[config.mk]
export PLATFORM = sky130hd
export DESIGN_NAME = inpr_fifo_team1
export DESIGN_NICKNAME = d
export VERILOG_FILES = /design/src/rtl/inpr_fifo_team1_pkg.sv /design/src/rtl/inpr_fifo_team1_mem.sv /design/src/rtl/inpr_fifo_team1.sv
export SDC_FILE = /design/constraint.sdc
export NUM_CORES = 1
export LEC_CHECK = 0
export ABC_CLOCK_PERIOD_IN_PS = 6210
export CAP_MARGIN = 20
export CORE_ASPECT_RATIO = 0.9
export CORE_MARGIN = 10
export CORE_UTILIZATION = 40
export DETAILED_ROUTE_END_ITERATION = 8
export DONT_BUFFER_PORTS = 1
export HOLD_SLACK_MARGIN = 0.08
export PLACE_DENSITY = 0.59
export SYNTH_ARGS = -nofsm -noshare
export SYNTH_HDL_FRONTEND = slang
export SYNTH_SLANG_ARGS = --single-unit
[constraint.sdc]
create_clock -name clk -period 6.21 [get_ports clk]
set_input_delay 0.9315 -clock clk [delete_from_list [all_inputs] [get_ports clk]]
set_output_delay 0.9315 -clock clk [all_outputs]
set_load 0.02 [all_outputs]
[src/rtl/inpr_fifo_team1_pkg.sv]
// Shared constants for the INPR input FIFO.
//   INPR_DATA_W    : default word width of the input device
//   INPR_EMPTY_PAT : value presented on out_INPR when no word is buffered
package inpr_fifo_team1_pkg;
  localparam int INPR_DATA_W = 8;
  localparam logic [INPR_DATA_W-1:0] INPR_EMPTY_PAT = {INPR_DATA_W{1'b1}};
endpackage

[src/rtl/inpr_fifo_team1_mem.sv]
// Storage array for the INPR FIFO: DEPTH x DATA_W registers,
// one synchronous write port and one asynchronous read port.
//   clk   : rising-edge clock
//   we    : write enable
//   waddr : write address
//   wdata : write data
//   raddr : read address (combinational read)
//   rdata : read data
module inpr_fifo_team1_mem
  import inpr_fifo_team1_pkg::*;
#(
  parameter int DATA_W = INPR_DATA_W,
  parameter int DEPTH  = 4,
  parameter int AW     = $clog2(DEPTH)
) (
  input  logic              clk,
  input  logic              we,
  input  logic [AW-1:0]     waddr,
  input  logic [DATA_W-1:0] wdata,
  input  logic [AW-1:0]     raddr,
  output logic [DATA_W-1:0] rdata
);

  logic [DEPTH-1:0][DATA_W-1:0] mem;

  always_ff @(posedge clk) begin
    if (we) mem[waddr] <= wdata;
  end

  assign rdata = mem[raddr];

endmodule

[src/rtl/inpr_fifo_team1.sv]
// INPR/FGI input FIFO. Buffers up to DEPTH words from the input device and
// presents the head word (registered) plus FGI to the CPU, which pops with
// RST_FGI. Adds back-pressure (INPR_rdy), sticky overflow (OVF) and an
// IEN-gated interrupt request.
//   clk, RST        : clock, synchronous active-high reset
//   in_INPR/LD_INPR : device data / push strobe
//   INPR_rdy        : not full
//   out_INPR        : head word, all-ones when empty
//   FGI             : word available
//   RST_FGI         : pop head word
//   IEN / irq       : interrupt enable / FGI & IEN
//   OVF / CLR_OVF   : sticky dropped-push flag / clear
//   count           : words stored, 0..DEPTH
module inpr_fifo_team1
  import inpr_fifo_team1_pkg::*;
#(
  parameter int DATA_W = INPR_DATA_W,
  parameter int DEPTH  = 4
) (
  input  logic                      clk,
  input  logic                      RST,
  input  logic [DATA_W-1:0]         in_INPR,
  input  logic                      LD_INPR,
  output logic                      INPR_rdy,
  output logic [DATA_W-1:0]         out_INPR,
  output logic                      FGI,
  input  logic                      RST_FGI,
  input  logic                      IEN,
  output logic                      irq,
  output logic                      OVF,
  input  logic                      CLR_OVF,
  output logic [$clog2(DEPTH):0]    count
);

  localparam int AW = $clog2(DEPTH);
  localparam logic [AW:0] FULL_CNT = (AW+1)'(DEPTH);
  localparam logic [DATA_W-1:0] EMPTY_PAT = {DATA_W{1'b1}};

  logic [AW-1:0]     wr_ptr, rd_ptr, rd_ptr_nxt;
  logic [AW:0]       count_nxt;
  logic              push, pop, drop;
  logic [DATA_W-1:0] head_rd;

  // A pop frees a slot in the same cycle, so a full FIFO still accepts a push
  // when it is popped simultaneously.
  assign pop  = RST_FGI & FGI;
  assign push = LD_INPR & ((count != FULL_CNT) | pop);
  assign drop = LD_INPR & ~push;

  assign rd_ptr_nxt = pop ? rd_ptr + 1'b1 : rd_ptr;

  always_comb begin
    count_nxt = count;
    if (push && !pop)      count_nxt = count + 1'b1;
    else if (pop && !push) count_nxt = count - 1'b1;
  end

  inpr_fifo_team1_mem #(
    .DATA_W (DATA_W),
    .DEPTH  (DEPTH),
    .AW     (AW)
  ) u_mem (
    .clk   (clk),
    .we    (push),
    .waddr (wr_ptr),
    .wdata (in_INPR),
    .raddr (rd_ptr_nxt),
    .rdata (head_rd)
  );

  always_ff @(posedge clk) begin
    if (RST) begin
      wr_ptr   <= '0;
      rd_ptr   <= '0;
      count    <= '0;
      OVF      <= 1'b0;
      out_INPR <= EMPTY_PAT;
    end else begin
      if (push) wr_ptr <= wr_ptr + 1'b1;
      rd_ptr <= rd_ptr_nxt;
      count  <= count_nxt;
      // Set has priority over clear.
      if (drop)         OVF <= 1'b1;
      else if (CLR_OVF) OVF <= 1'b0;
      // When exactly one word remains after a push, that word is the one being
      // written this cycle; forward it because the array holds it only after
      // the edge.
      if (count_nxt == '0)                out_INPR <= EMPTY_PAT;
      else if (push && count_nxt == 1'b1) out_INPR <= in_INPR;
      else                                out_INPR <= head_rd;
    end
  end

  assign FGI      = (count != '0);
  assign INPR_rdy = (count != FULL_CNT);
  assign irq      = FGI & IEN;

endmodule
# Word level (Yosys, flattened, before mapping)
# Index checks and enable logic that the tools add are counted.
[word_totals]
inputBits = 14
wordCells = 45
latch_bits = 0
n_memories = 0
out_inout_bits = 15
rom_bits = 0
ramBits = 0
regBits = 48
[op_classes]
n_shift = 0
bitwise_logic = 6
div = 0
n_reduce_logical = 10
n_lt_le_gt_ge = 3
n_mux = 11
n_eq_ne = 2
mul = 0
add_sub_neg = 4
[op_table]
columns = ["operator", "n"]
rows = [
  ["$bwmux 32", 1],
  ["$mux 8", 3],
  ["$bmux 8 s2", 1],
  ["$demux 8 s2", 1],
  ["$lt 2x3->1 const B", 2],
  ["$mux 3", 2],
  ["$add 2x1->2 const B", 2],
  ["$and 1x1->1", 4],
  ["$logic_and 1x1->1", 4],
  ["$add 3x1->3 const B", 1],
  ["$eq 3x1->1 const B", 1],
  ["$logic_not 3->1", 1],
  ["$ne 3x3->1 const B", 1],
  ["$reduce_bool 3->1", 1],
  ["$sub 3x1->3 const B", 1],
  ["$ge 2x1->1 const B", 1],
  ["$logic_not 1->1", 2],
  ["$mux 1", 2],
  ["$mux 2", 1],
  ["$reduce_bool 2->1", 1],
  ["$reduce_or 2->1", 1],
  ["$not 1->1", 1],
  ["$or 1x1->1", 1],
]

# Logic depth before layout (Yosys ltp)
# Gate-level depths: netlist (run 1).
[logic_depth]
ltp_word = 11
ltp_mapped = 11
mapped_depth_nobuf = 8

# Hierarchy
# Synthesis (run 1) repeated with hierarchy kept, for this count alone.
[unflattened]
cells_unflattened = 132
area_unflattened_um2 = 2020.7
[modules_own_cells]
columns = ["module", "seq_area_each_um2", "instances", "area_each_um2", "cells_each"]
rows = [
  ["inpr_fifo_team1_mem", 960.9, 1, 1188.6, 46],
  ["inpr_fifo_team1", 320.3, 1, 832.0, 86],
]

# Worst setup path after synthesis (run 1)
# Ideal clock, no wire load.
[synth_timing]
kind = "input to register"
from = "in RST_FGI"
to = "reg out_INPR[6]"
setup_slack_ns = 3.744
n_path_buf = 1
path_stages = 7
setup_ns = 0.152
arrival_ns = 2.314
cell_sequence = "buf_2 inv_1 a21oi_1 a21oi_1 xnor2_1 a31oi_1 o211ai_1"
[synth_via]
elab_chain_len = 10
[synth_lines]
columns = ["element", "line_no", "text"]
rows = [
  ["start, declared", "inpr_fifo_team1.sv:27", "input logic RST_FGI,"],
  ["$and 1x1->1 (*)", "inpr_fifo_team1.sv:46", "assign pop = RST_FGI & FGI;"],
  ["$or 1x1->1", "inpr_fifo_team1.sv:47", "assign push = LD_INPR & ((count != FULL_CNT) | pop);"],
  ["$and 1x1->1", "inpr_fifo_team1.sv:47", ""],
  ["$logic_not 1->1", "inpr_fifo_team1.sv:55", "else if (pop && !push) count_nxt = count - 1'b1;"],
  ["$logic_and 1x1->1", "inpr_fifo_team1.sv:55", ""],
  ["$mux 3", "inpr_fifo_team1.sv:55", ""],
  ["$mux 3", "inpr_fifo_team1.sv:54", "if (push && !pop) count_nxt = count + 1'b1;"],
  ["$eq 3x1->1", "inpr_fifo_team1.sv:89", "else if (push && count_nxt == 1'b1) out_INPR <= in_INPR;"],
  ["$logic_and 1x1->1", "inpr_fifo_team1.sv:89", ""],
  ["$mux 8", "inpr_fifo_team1.sv:89", ""],
  ["end signal, assigned", "inpr_fifo_team1.sv:89", ""],
  ["end signal, assigned", "inpr_fifo_team1.sv:90", "else out_INPR <= head_rd;"],
  ["end, declared", "inpr_fifo_team1.sv:25", "output logic [DATA_W-1:0] out_INPR,"],
]
# Every way passes the cells marked *; elsewhere a longest branch is shown, timed or not. The select of a mux whose other input is x is not followed.
# A chain may end at the register's enable or synchronous reset.

# Worst setup path in the final report (run 1)
[layout_timing]
from = "reg count[1]"
to = "reg out_INPR[6]"
[layout_via]
elab_chain_len = 11
[layout_lines]
columns = ["element", "line_no", "text"]
rows = [
  ["start, declared", "inpr_fifo_team1.sv:32", "output logic [$clog2(DEPTH):0] count"],
  ["start signal, assigned", "inpr_fifo_team1.sv:81", "count <= count_nxt;"],
  ["$reduce_bool 3->1 (*)", "inpr_fifo_team1.sv:94", "assign FGI = (count != '0);"],
  ["net FGI", "inpr_fifo_team1.sv:26", "output logic FGI,"],
  ["$and 1x1->1 (*)", "inpr_fifo_team1.sv:46", ""],
  ["$or 1x1->1", "inpr_fifo_team1.sv:47", ""],
  ["$and 1x1->1", "inpr_fifo_team1.sv:47", ""],
  ["$logic_not 1->1", "inpr_fifo_team1.sv:55", ""],
  ["$logic_and 1x1->1", "inpr_fifo_team1.sv:55", ""],
  ["$mux 3", "inpr_fifo_team1.sv:55", ""],
  ["$mux 3", "inpr_fifo_team1.sv:54", ""],
  ["$eq 3x1->1", "inpr_fifo_team1.sv:89", ""],
  ["$logic_and 1x1->1", "inpr_fifo_team1.sv:89", ""],
  ["$mux 8", "inpr_fifo_team1.sv:89", ""],
]
# Mark *: on every way through the listed nets, which the timed path passes. The rest lies on a longest branch. The select of a mux whose other input is x is not followed.

==> reports/qor_table.md, run 1 <==
| Parameter | Reported |
|---|---|
| Result of the run | complete, no violations |
| Count of cells resized by post-cts repair | 0 |
| TritonCTS clock tree | yes |
| Initial core utilization | 41.0% |
| Area leader, netlist | sky130_fd_sc_hd__edfxtp_1 |
| Met2 wire length | 2530 um |
| Worst Hold Endpoint | wr_ptr[1] |
| Setup Fix Bufs, Post-CTS | 0 |
| Synth top area cells | sky130_fd_sc_hd__edfxtp_1 (42%), sky130_fd_sc_hd__dfxtp_1 (14%), sky130_fd_sc_hd__o221ai_1 (5.3%), sky130_fd_sc_hd__ha_1 (3.8%), sky130_fd_sc_hd__mux2_2 (3.4%) |
| Skew-Pair Late Insertion Delay | 0.31 ns |
| Core Util, Final | 43.7% |
| Non-filler instance count after layout | 264 |
| Number of inserted diodes | 0 |
| Worst path required time | 6.35 ns |
| Top flip-flop cell by instance count after synthesis | sky130_fd_sc_hd__edfxtp_1 |
| Area share of the largest cell type after synthesis | 41.6% |
| Total of buffers placed on input and output ports | 0 |
| Leakage Power | 0.817 nW |
| Final slew viol count | 0 |
| Startpoint of the most critical hold path | wr_ptr[1] |
| First-pass GRT wire length | 8160 um |
| Relative slew slack | 38.4% |
| Post-synth EDFFs | 32 |
| Starting DRT DRC Count | 69 |
| Dpl ws | 3.04 ns |
| Min Tclk post-route | 3.16 ns |
| Clk sinks | 48 |
| Die H | 92.1 um |
| Initial antenna violation count | 0 |
| CP Launch Type | flip-flop |
| Max FO, Critical Path | 9 |
| Worst Hold Class | flip-flop to flip-flop |
| CTS Hold Bufs | 0 |
| Final count of negative-setup-slack endpoints | 0 |
| Startpoint of the most critical register-to-register path | count[1] |
| Half-perimeter wire length of the detailed placement result | 3510 um |
| Grt ovf | 0 |
| Num rows | 26 |
| Number of H-tree branching levels | 2 |
| Num CTS Buffers | 5 |
| Topmost layer with routed signal wires | met4 |
| Highest achievable clock rate | 317 MHz |
| RSZ-0062 raised after global routing | no |
| Clock-pin transition on the worst setup and hold timing paths | 0.09 ns |
| Sum of negative setup slack | 0 ns |
| Final Hold Violating Endpoints | 0 |
| Final-stage net count | 214 |
| Number of synthesis warnings | 0 |
| Die extent in x | 100 um |
| Worst EP arrival | 3.29 ns |
| Via Count | 1,587 |
| Crit Path Class | flip-flop to flip-flop |
| Fin Clk Skew | 0.00347 ns |
| Routed WL per cell | 19.7 um |
| CTS root buf | sky130_fd_sc_hd__clkbuf_8 |
| Bufs on Longest Clock Path | 2 |
| Post-synthesis to final-layout area growth | 6.61% |
| Drt via density | 6.01 |
| Routed wl met3 | 377 um |
| Number of remaining DRC errors | 0 |
| FFs w/ async S/R, synth | 0% |
| Post-synthesis sequential area ratio | 55.5% |
| Reg-to-reg critical path endpoint | out_INPR[6] |
| Total iterations of the first detailed-routing run | 4 |
| R2r worst-path depth | 8 |
| Number of maximum-capacitance violations | 0 |
| Final wirelength | 5200 um |
| Cell count of the worst hold path | 2 |
| Combined area of the multi-input logic cells | 932 um^2 |
| Via count of the first global-routing pass | 1,577 |
| Transition at the pin with the smallest max-transition slack | 0.920 ns |
| Post-synthesis cell count | 197 |
| Total Die Area | 9210 um^2 |
| Ratio of cells with drive above 1 in the final layout | 11.3% |
| Placer Congestion | 0.807 |
| WL met1 | 2220 um |
| Largest net degree at the start of global routing | 21 |
| Endpoint class of the critical path | flip-flop |
| Synthesized area per cell | 11.7 um^2 |
| Tot GR Track Use | 11.1% |
| I/O pin total | 29 |
| Netlist area before placement | 2310 um^2 |
| Fill cell total of the finished layout | 521 |
| Design Power | 1.13 mW |
| Placeable core region | 5630 um^2 |
| FF+latch area | 1280 um^2 |
| Fin worst setup slack | 3.05 ns |
| Net count after synthesis | 218 |
| Library cells used by synthesis | 40 |
| Largest vdd supply drop | 0.238 mV |
| Seq cells post-synth | 48 |
| Fin crit share | 50.8% |
| Flop-to-flop setup slack | 3.05 ns |
| Power per standard cell area | 461 nW/um^2 |
| # placed instances | 256 |
| Antenna-violating nets left | 0 |
[cells in the mapped netlist (2+ instances only)]
library cell / n
sky130_fd_sc_hd__inv_1: 8
sky130_fd_sc_hd__xnor2_1: 3
sky130_fd_sc_hd__buf_6: 2
sky130_fd_sc_hd__nand2b_1: 2
sky130_fd_sc_hd__a31oi_1: 2
sky130_fd_sc_hd__edfxtp_1: 32
sky130_fd_sc_hd__o221ai_1: 14
sky130_fd_sc_hd__or3_1: 7
sky130_fd_sc_hd__and2_1: 6
sky130_fd_sc_hd__o21ai_0: 6
sky130_fd_sc_hd__a221o_1: 7
sky130_fd_sc_hd__clkbuf_1: 7
sky130_fd_sc_hd__a21oi_1: 5
sky130_fd_sc_hd__nand3_1: 10
sky130_fd_sc_hd__ha_1: 7
sky130_fd_sc_hd__mux2i_1: 2
sky130_fd_sc_hd__dfxtp_1: 16
sky130_fd_sc_hd__o31ai_1: 7
sky130_fd_sc_hd__mux2_2: 7
sky130_fd_sc_hd__nand2_1: 11
sky130_fd_sc_hd__buf_2: 3
sky130_fd_sc_hd__nor2b_1: 3
sky130_fd_sc_hd__a221oi_1: 2
sky130_fd_sc_hd__nor2_1: 12
[logic make-up after synthesis]
group                    Yosys count  share of synthesized area, %
AND/OR/NAND/NOR                   56                          12.6
AO/OA/AOI/OAI                     51                          17.9
flip-flops                        48                          55.5
buffers and inverters             22                          4.39
multiplexers                       9                          4.28
adder cells (fa/ha/maj)            7                          3.79
XOR/XNOR                           4                          1.52
[critical path, stage by stage, from the launching register on]
cell and delay [ns]:
sky130_fd_sc_hd__dfxtp_1 0.62, sky130_fd_sc_hd__inv_1 0.14, sky130_fd_sc_hd__ha_1 0.30, sky130_fd_sc_hd__nand2b_1 0.42, sky130_fd_sc_hd__a21oi_2 0.14, sky130_fd_sc_hd__a2111oi_4 0.38, sky130_fd_sc_hd__a31oi_1 0.11, sky130_fd_sc_hd__a31oi_1 0.69
sky130_fd_sc_hd__o211ai_1 0.19
[per-layer routing]
metal	vias up	track usage, %
li1	742	-
met1	790	13.2
met2	46	17.8
met3	9	4.13
met4	0	4.47
met5	-	0
[how the worst max path moves through the flow]
stage	start	to	slack (ns)	cells after the start
after floorplan	RST_FGI	out_INPR[6]	3.74	7
after global placement	count[1]	out_INPR[7]	3.17	8
after detailed placement	count[1]	out_INPR[6]	3.04	8
after CTS	count[1]	out_INPR[6]	3.02	8
after global routing	count[1]	out_INPR[6]	2.70	8
final	count[1]	out_INPR[6]	3.05	8
[cell type report]
| type | instances | area share, % |
|---|---|---|
| inverter | 9 | 1.37 |
| clock inverter | 3 | 1.73 |
| multi-input combinational | 127 | 37.9 |
| clock buffer | 5 | 2.80 |
| sequential | 48 | 52.1 |
| tap | 70 | 3.56 |
| timing repair buffer | 2 | 0.610 |
[cell usage in the layout, fill, tap and decap left out, types with 5 or more instances in the layout]
cell,instances
sky130_fd_sc_hd__nand3_1,10
sky130_fd_sc_hd__a221o_1,7
sky130_fd_sc_hd__inv_1,8
sky130_fd_sc_hd__or3_1,7
sky130_fd_sc_hd__clkbuf_8,5
sky130_fd_sc_hd__a21oi_1,5
sky130_fd_sc_hd__o31ai_1,7
sky130_fd_sc_hd__ha_1,7
sky130_fd_sc_hd__and2_1,6
sky130_fd_sc_hd__mux2_2,7
sky130_fd_sc_hd__o221ai_1,14
sky130_fd_sc_hd__edfxtp_1,32
sky130_fd_sc_hd__o21ai_0,6
sky130_fd_sc_hd__nor2_1,12
sky130_fd_sc_hd__nand2_1,11
sky130_fd_sc_hd__dfxtp_1,16
[power breakdown]
group | leakage, nW | internal [mW] | switching, mW | total, mW
logic | 0.338 | 0.175 | 0.264 | 0.440
registers | 0.426 | 0.388 | 0.0788 | 0.467
clock network | 0.0541 | 0.119 | 0.108 | 0.227
total | 0.817 | 0.683 | 0.451 | 1.13
[flip-flops by register name, summed over array words and instances (netlist names)]
register and flops:
OVF 1, rd_ptr 2, out_INPR 8, count 3, u_mem.mem 32, wr_ptr 2
[per-stage QoR]
stage | area (um^2) | hold WS [ns]
2_1_floorplan | 2310 | 0.514
3_3_place_gp | 2350 | 0.531
3_5_place_dp | 2350 | 0.552
4_1_cts | 2460 | 0.573
5_1_grt | 2460 | 0.617
6_report | 2460 | 0.573
No activity file was read; power rests on OpenSTA's default activity.
==> run 2, diff against run 1 <==
Settings changed: ABC_CLOCK_PERIOD_IN_PS 6210 to 3300.
Clock period 6.21 ns to 3.3 ns, I/O delays scaled along.
==> run 2 against run 1 <==
Clock skew is 0.0041 ns higher. Highest routed layer unchanged. Sequential share of layout area is 0.079 points lower. Critical path type unchanged. Utilization up 0.067 points.
==> reports/qor_table.md, run 2 (synthesis gave the netlist of run 1 again) <==
| Parameter | Reported | Delta |
|---|---|---|
| FF+latch area | 1280 um^2 | unchanged |
| Fin crit share | 83.3% | +32 points |
| Commonest cells after routing, fill and taps aside | sky130_fd_sc_hd__edfxtp_1 (32), sky130_fd_sc_hd__dfxtp_1 (16), sky130_fd_sc_hd__o221ai_1 (14) |  |
| First-pass GRT wire length | 8340 um | +2.3% |
| Total iterations of the first detailed-routing run | 4 | unchanged |
| Result of the run | complete, no violations |  |
| Sum of negative setup slack | 0 ns | unchanged |
| # placed instances | 259 | +1.2% |
| Reg-to-reg critical path endpoint | out_INPR[3] |  |
| Met2 wire length | 2660 um | +5.0% |
| RSZ-0062 raised after global routing | no |  |
| Count of cells resized by post-cts repair | 0 | unchanged |
| Tot GR Track Use | 11.4% | +0.26 points |
| CTS Hold Bufs | 0 | unchanged |
| Post-synthesis to final-layout area growth | 6.77% |  |
| Total Die Area | 9210 um^2 | unchanged |
| Worst path required time | 3.54 ns | -2.81 ns |
| Combined area of the multi-input logic cells | 932 um^2 | unchanged |
| Bufs on Longest Clock Path | 2 | unchanged |
| Final Hold Violating Endpoints | 0 | unchanged |
| Clock-pin transition on the worst setup and hold timing paths | 0.08 ns | about the same |
| Number of H-tree branching levels | 2 | unchanged |
| Design Power | 2.09 mW | +85% |
| Number of inserted diodes | 0 | unchanged |
| Flop-to-flop setup slack | 0.55 ns | -2.50 ns |
| Num CTS Buffers | 5 | unchanged |
| Die H | 92.1 um | unchanged |
| I/O pin total | 29 | unchanged |
| Largest vdd supply drop | 0.402 mV | +69% |
| Min Tclk post-route | 2.75 ns | -0.408 ns |
| Placeable core region | 5630 um^2 | unchanged |
| Placer Congestion | 0.855 | +5.9% |
| WL met1 | 2180 um | -1.6% |
| Via count of the first global-routing pass | 1,615 | +2.4% |
| Relative slew slack | 57.2% | +19 points |
| Number of remaining DRC errors | 0 | unchanged |
| Setup Fix Bufs, Post-CTS | 0 | unchanged |
| CTS root buf | sky130_fd_sc_hd__clkbuf_8 |  |
| Worst Hold Class | input port to flip-flop |  |
| Initial core utilization | 41.0% | unchanged |
| Max FO, Critical Path | 16 | +7 |
| Num rows | 26 | unchanged |
| Final-stage net count | 217 | +1.4% |
| Half-perimeter wire length of the detailed placement result | 3610 um | +3.0% |
| Final slew viol count | 0 | unchanged |
| TritonCTS clock tree | yes |  |
| CP Launch Type | flip-flop |  |
| Starting DRT DRC Count | 116 | +68% |
| Fill cell total of the finished layout | 522 | +0.19% |
| Routed wl met3 | 388 um | +2.9% |
| Die extent in x | 100 um | unchanged |
| Origin of the worst setup path | count[1] |  |
| Endpoint class of the critical path | flip-flop |  |
| Number of maximum-capacitance violations | 0 | unchanged |
| Setup crit end | out_INPR[3] |  |
| Skew-Pair Late Insertion Delay | 0.30 ns | about the same |
| Post-route cell area | 2460 um^2 | +0.15% |
| Transition at the pin with the smallest max-transition slack | 0.641 ns | -0.278 ns |
| Ratio of cells with drive above 1 in the final layout | 12.7% | +1.4 points |
| Startpoint of the most critical hold path | RST |  |
| Largest net degree at the start of global routing | 21 | unchanged |
| Final wirelength | 5310 um | +2.2% |
| Via Count | 1,572 | -0.95% |
| Crit Path Class | flip-flop to flip-flop |  |
| Most frequent standard cell in the layout excluding fill and tap cells | sky130_fd_sc_hd__edfxtp_1 |  |
| Fin Clk Skew | 0.00754 ns | +0.00406 ns |
| Leakage Power | 0.829 nW | +1.4% |
| Registers with the most flip-flops | u_mem.mem x32, out_INPR x8, count x3 |  |
| Instance area after placement | 2370 um^2 | +0.96% |
| Highest achievable clock rate | 364 MHz | +15% |
| Number of flip-flops in the largest register | 32 | unchanged |
| Core Util, Final | 43.8% | +0.067 points |
| Routed WL per cell | 19.9 um | +1.0% |
| Final count of negative-setup-slack endpoints | 0 | unchanged |
| Non-filler instance count after layout | 267 | +1.1% |
| Worst EP arrival | 2.99 ns | -0.30 ns |
| Drt via density | 5.89 | -2.1% |
| Topmost layer with routed signal wires | met4 |  |
| Grt ovf | 0 | unchanged |
| Antenna-violating nets left | 0 | unchanged |
| R2r worst-path depth | 9 | +1 |
| Total of buffers placed on input and output ports | 0 | unchanged |
| Startpoint of the most critical register-to-register path | count[1] |  |
| Initial antenna violation count | 0 | unchanged |
| Most flops, register | u_mem.mem |  |
| Power per standard cell area | 849 nW/um^2 | +84% |
| Clk sinks | 48 | unchanged |
==> run 2: cell count changes in the layout (fill, tap and decap cells not counted), sizes merged <==
| cell | previous run | this run |
|---|---|---|
| clkinv | 1 | 2 |
| bufinv | 1 | 0 |
| clkinvlp | 1 | 0 |
| clkbuf | 5 | 6 |
| buf | 2 | 5 |
==> run 2: layout make-up <==
cell class | instances | share of cell area [%]
Inverter | 9 | 1.37
Clock inverter | 2 | 0.406
Sequential cell | 48 | 52.0
Multi-Input combinational cell | 127 | 37.8
Tap cell | 70 | 3.55
Clock buffer | 6 | 3.35
Timing Repair Buffer | 5 | 1.52
==> run 2: power by group <==
group	switching, mW	leakage [nW]	internal [mW]
logic	0.521	0.353	0.348
registers	0.139	0.426	0.730
clock network	0.187	0.0510	0.167
==> run 2: how the worst min path moves through the flow <==
stage                 to  depth (start not counted)
6_report             OVF                          1
4_1_cts              OVF                          1
3_3_place_gp   wr_ptr[1]                          2
2_1_floorplan  wr_ptr[1]                          2
3_5_place_dp         OVF                          1
5_1_grt        rd_ptr[0]                          1
==> run 2: critical path, stage by stage, from the launching register on <==
cell,delay [ns]
sky130_fd_sc_hd__dfxtp_1,0.63
sky130_fd_sc_hd__inv_1,0.15
sky130_fd_sc_hd__ha_1,0.29
sky130_fd_sc_hd__nand2b_1,0.42
sky130_fd_sc_hd__a21oi_2,0.15
sky130_fd_sc_hd__a2111oi_4,0.38
sky130_fd_sc_hd__nor4bb_2,0.09
sky130_fd_sc_hd__buf_4,0.21
sky130_fd_sc_hd__a221o_1,0.27
sky130_fd_sc_hd__nand3_1,0.09
==> run 2: metrics by stage <==
stage                     hold slack (ns)  worst slack [ns]
final                               0.247             0.552
after global routing                0.237             0.369
after floorplan                     0.514             0.987
after detailed placement            0.571             0.593
after CTS                           0.242             0.553
after global placement              0.532             0.704
==> run 2: metal layers <==
metal  GRT usage, %  up-vias
met5              0        -
met4           4.59        0
met3           4.50        8
met2           19.1       36
met1           12.7      776
li1               -      752
==> run 3, diff against run 2 <==
Settings changed: ABC_CLOCK_PERIOD_IN_PS 3300 to 2700.
Clock period 3.3 ns to 2.7 ns, I/O delays scaled along.
==> run 3 against run 2 <==
Clock skew increased by 0.0021 ns. Cell count increased by 1.5%. Combinational power increased by 32%. Largest cell class unchanged. Design area increased by 1.2%. Via count increased by 2.2%. First-iteration DRC count increased by 84%. Worst hold slack got worse by 0.085 ns. Highest routed layer unchanged. Non-clock buffer count increased by 4. Sequential cell count unchanged. Global-route usage increased by 0.31 points.
==> reports/qor_table.md, run 3 (synthesis gave the netlist of run 1 again) <==
| Parameter | Reported | Delta |
|---|---|---|
| Result of the run | complete, no violations |  |
| Post-synthesis to final-layout area growth | 8.08% |  |
| Drt via density | 5.93 | +0.65% |
| Placeable core region | 5630 um^2 | unchanged |
| Starting DRT DRC Count | 213 | +84% |
| Number of flip-flops in the largest register | 32 | unchanged |
| Endpoint class of the critical path | flip-flop |  |
| Final wirelength | 5350 um | +0.77% |
| Worst path required time | 2.88 ns | -0.66 ns |
| Initial antenna violation count | 0 | unchanged |
| Total iterations of the first detailed-routing run | 4 | unchanged |
| Initial core utilization | 41.0% | unchanged |
| Cell at the slowest stage of the critical path | sky130_fd_sc_hd__nand2b_1 |  |
| Combined area of the multi-input logic cells | 932 um^2 | unchanged |
| First-pass GRT wire length | 8690 um | +4.1% |
| Largest net degree at the start of global routing | 21 | unchanged |
| Commonest cells after routing, fill and taps aside | sky130_fd_sc_hd__edfxtp_1 (32), sky130_fd_sc_hd__dfxtp_1 (16), sky130_fd_sc_hd__o221ai_1 (14) |  |
| Hold WS | 0.162 ns | -0.0853 ns |
| Number of remaining DRC errors | 0 | unchanged |
| Final slew viol count | 0 | unchanged |
| Most frequent standard cell in the layout excluding fill and tap cells | sky130_fd_sc_hd__edfxtp_1 |  |
| Bufs on Longest Clock Path | 2 | unchanged |
| Startpoint of the most critical hold path | RST |  |
| Highest achievable clock rate | 426 MHz | +17% |
| Num CTS Buffers | 5 | unchanged |
| Die H | 92.1 um | unchanged |
| Setup Fix Bufs, Post-CTS | 0 | unchanged |
| CTS root buf | sky130_fd_sc_hd__clkbuf_8 |  |
| Total of buffers placed on input and output ports | 0 | unchanged |
| Registers with the most flip-flops | u_mem.mem x32, out_INPR x8, count x3 |  |
| Number of inserted diodes | 0 | unchanged |
| Clk sinks | 48 | unchanged |
| Tot GR Track Use | 11.7% | +0.31 points |
| Grt ovf | 0 | unchanged |
| Worst Hold Class | input port to flip-flop |  |
| Final-stage net count | 221 | +1.8% |
| # placed instances | 263 | +1.5% |
| Origin of the worst setup path | count[0] |  |
| Num rows | 26 | unchanged |
| Skew-Pair Late Insertion Delay | 0.30 ns | about the same |
| CTS Hold Bufs | 0 | unchanged |
| Clock-pin transition on the worst setup and hold timing paths | 0.09 ns | about the same |
| Die extent in x | 100 um | unchanged |
| Final count of negative-setup-slack endpoints | 0 | unchanged |
| Antenna-violating nets left | 0 | unchanged |
| Most flops, register | u_mem.mem |  |
| RSZ-0062 raised after global routing | no |  |
| Fill cell total of the finished layout | 533 | +2.1% |
| Non-filler instance count after layout | 271 | +1.5% |
| Crit Path Class | flip-flop to flip-flop |  |
| Half-perimeter wire length of the detailed placement result | 3570 um | -1.2% |
| Series of cell instances along the critical path | inv_1 > ha_1 > nand2b_1 > and3_1 > o21ai_0 > nor4bb_2 > buf_4 > a221o_1 > nand3_1 |  |
| Final Hold Violating Endpoints | 0 | unchanged |
| FF+latch area | 1280 um^2 | unchanged |
| Via count of the first global-routing pass | 1,692 | +4.8% |
| Sum of negative setup slack | 0 ns | unchanged |
| Relative slew slack | 64.9% | +7.7 points |
| Number of H-tree branching levels | 2 | unchanged |
| Count of cells resized by post-cts repair | 0 | unchanged |
| Fin Clk Skew | 0.00963 ns | +0.00209 ns |
| Instance area after placement | 2400 um^2 | +1.3% |
| Power per standard cell area | 1040 nW/um^2 | +22% |
| Worst EP arrival | 2.53 ns | -0.46 ns |
| Placer Congestion | 0.857 | +0.28% |
| Largest vdd supply drop | 0.488 mV | +21% |
| Min Tclk post-route | 2.35 ns | -0.402 ns |
| Max FO, Critical Path | 16 | unchanged |
| Fin crit share | 86.9% | +3.6 points |
| Total Die Area | 9210 um^2 | unchanged |
| Startpoint of the most critical register-to-register path | count[0] |  |
| I/O pin total | 29 | unchanged |
| Slowest cell delay on critical path | 0.42 ns | -0.21 ns |
| Number of maximum-capacitance violations | 0 | unchanged |
| Via Count | 1,606 | +2.2% |
| Transition at the pin with the smallest max-transition slack | 0.526 ns | -0.115 ns |
| Post-route cell area | 2490 um^2 | +1.2% |
| TritonCTS clock tree | yes |  |
| Ratio of cells with drive above 1 in the final layout | 14.4% | +1.7 points |
| Leakage Power | 0.849 nW | +2.4% |
| Routed WL per cell | 19.8 um | -0.72% |
| CP Launch Type | flip-flop |  |
==> run 3: cell count changes in the layout (fill, tap and decap cells not counted) <==
cell                    before  now
sky130_fd_sc_hd__buf_4       5    9
==> run 3: per-layer routing <==
layer	wire length, um	global-route usage, %	part of all wire, %
met3	413	3.98	7.7
met5	0	0	0
met2	2620	19.5	49
met1	2220	13.6	41
met4	101	4.35	1.9
==> run 3: per-stage QoR <==
step                worst slack [ns]  utilization (%)  power, mW
finish                         0.354             44.3       2.59
global placement               0.457             42.7       2.11
global route                   0.128             44.3       2.77
CTS                            0.338             44.3       2.61
floorplan                      0.387                -       1.91
detailed placement             0.378             42.7       2.16
==> run 3: path summary, 6_finish.rpt <==
| kind | endpoint | slack, ns | cells past startpoint |
|---|---|---|---|
| hold reg to reg | wr_ptr[1] | 0.57 | 2 |
| setup / recovery | out_INPR[1] | 0.35 | 9 |
| hold / removal | OVF | 0.16 | 1 |
| setup reg to reg | out_INPR[1] | 0.35 | 9 |
==> run 3: cell type report <==
cell class	instances	share of cell area [%]
inverter	9	1.35
sequential	48	51.4
tap	70	3.51
timing repair buffer	9	2.71
multi-input combinational	127	37.4
clock inverter	2	0.401
clock buffer	6	3.31
==> run 3: power breakdown <==
group	internal, mW	total (mW)	leakage (nW)	switching (mW)
Sequential	0.892	0.999	0.426	0.107
Combinational	0.453	1.15	0.373	0.695
Clock	0.205	0.446	0.0510	0.241
Total	1.55	2.59	0.849	1.04
==> run 3: critical path, delay by kind of cell, from the launching register on <==
kind / cells / cell delay [ns]
simple gates: 4 / 1.02
flops: 1 / 0.34
fa+ha+maj: 1 / 0.29
buf+inv: 2 / 0.33
compound gates: 2 / 0.24
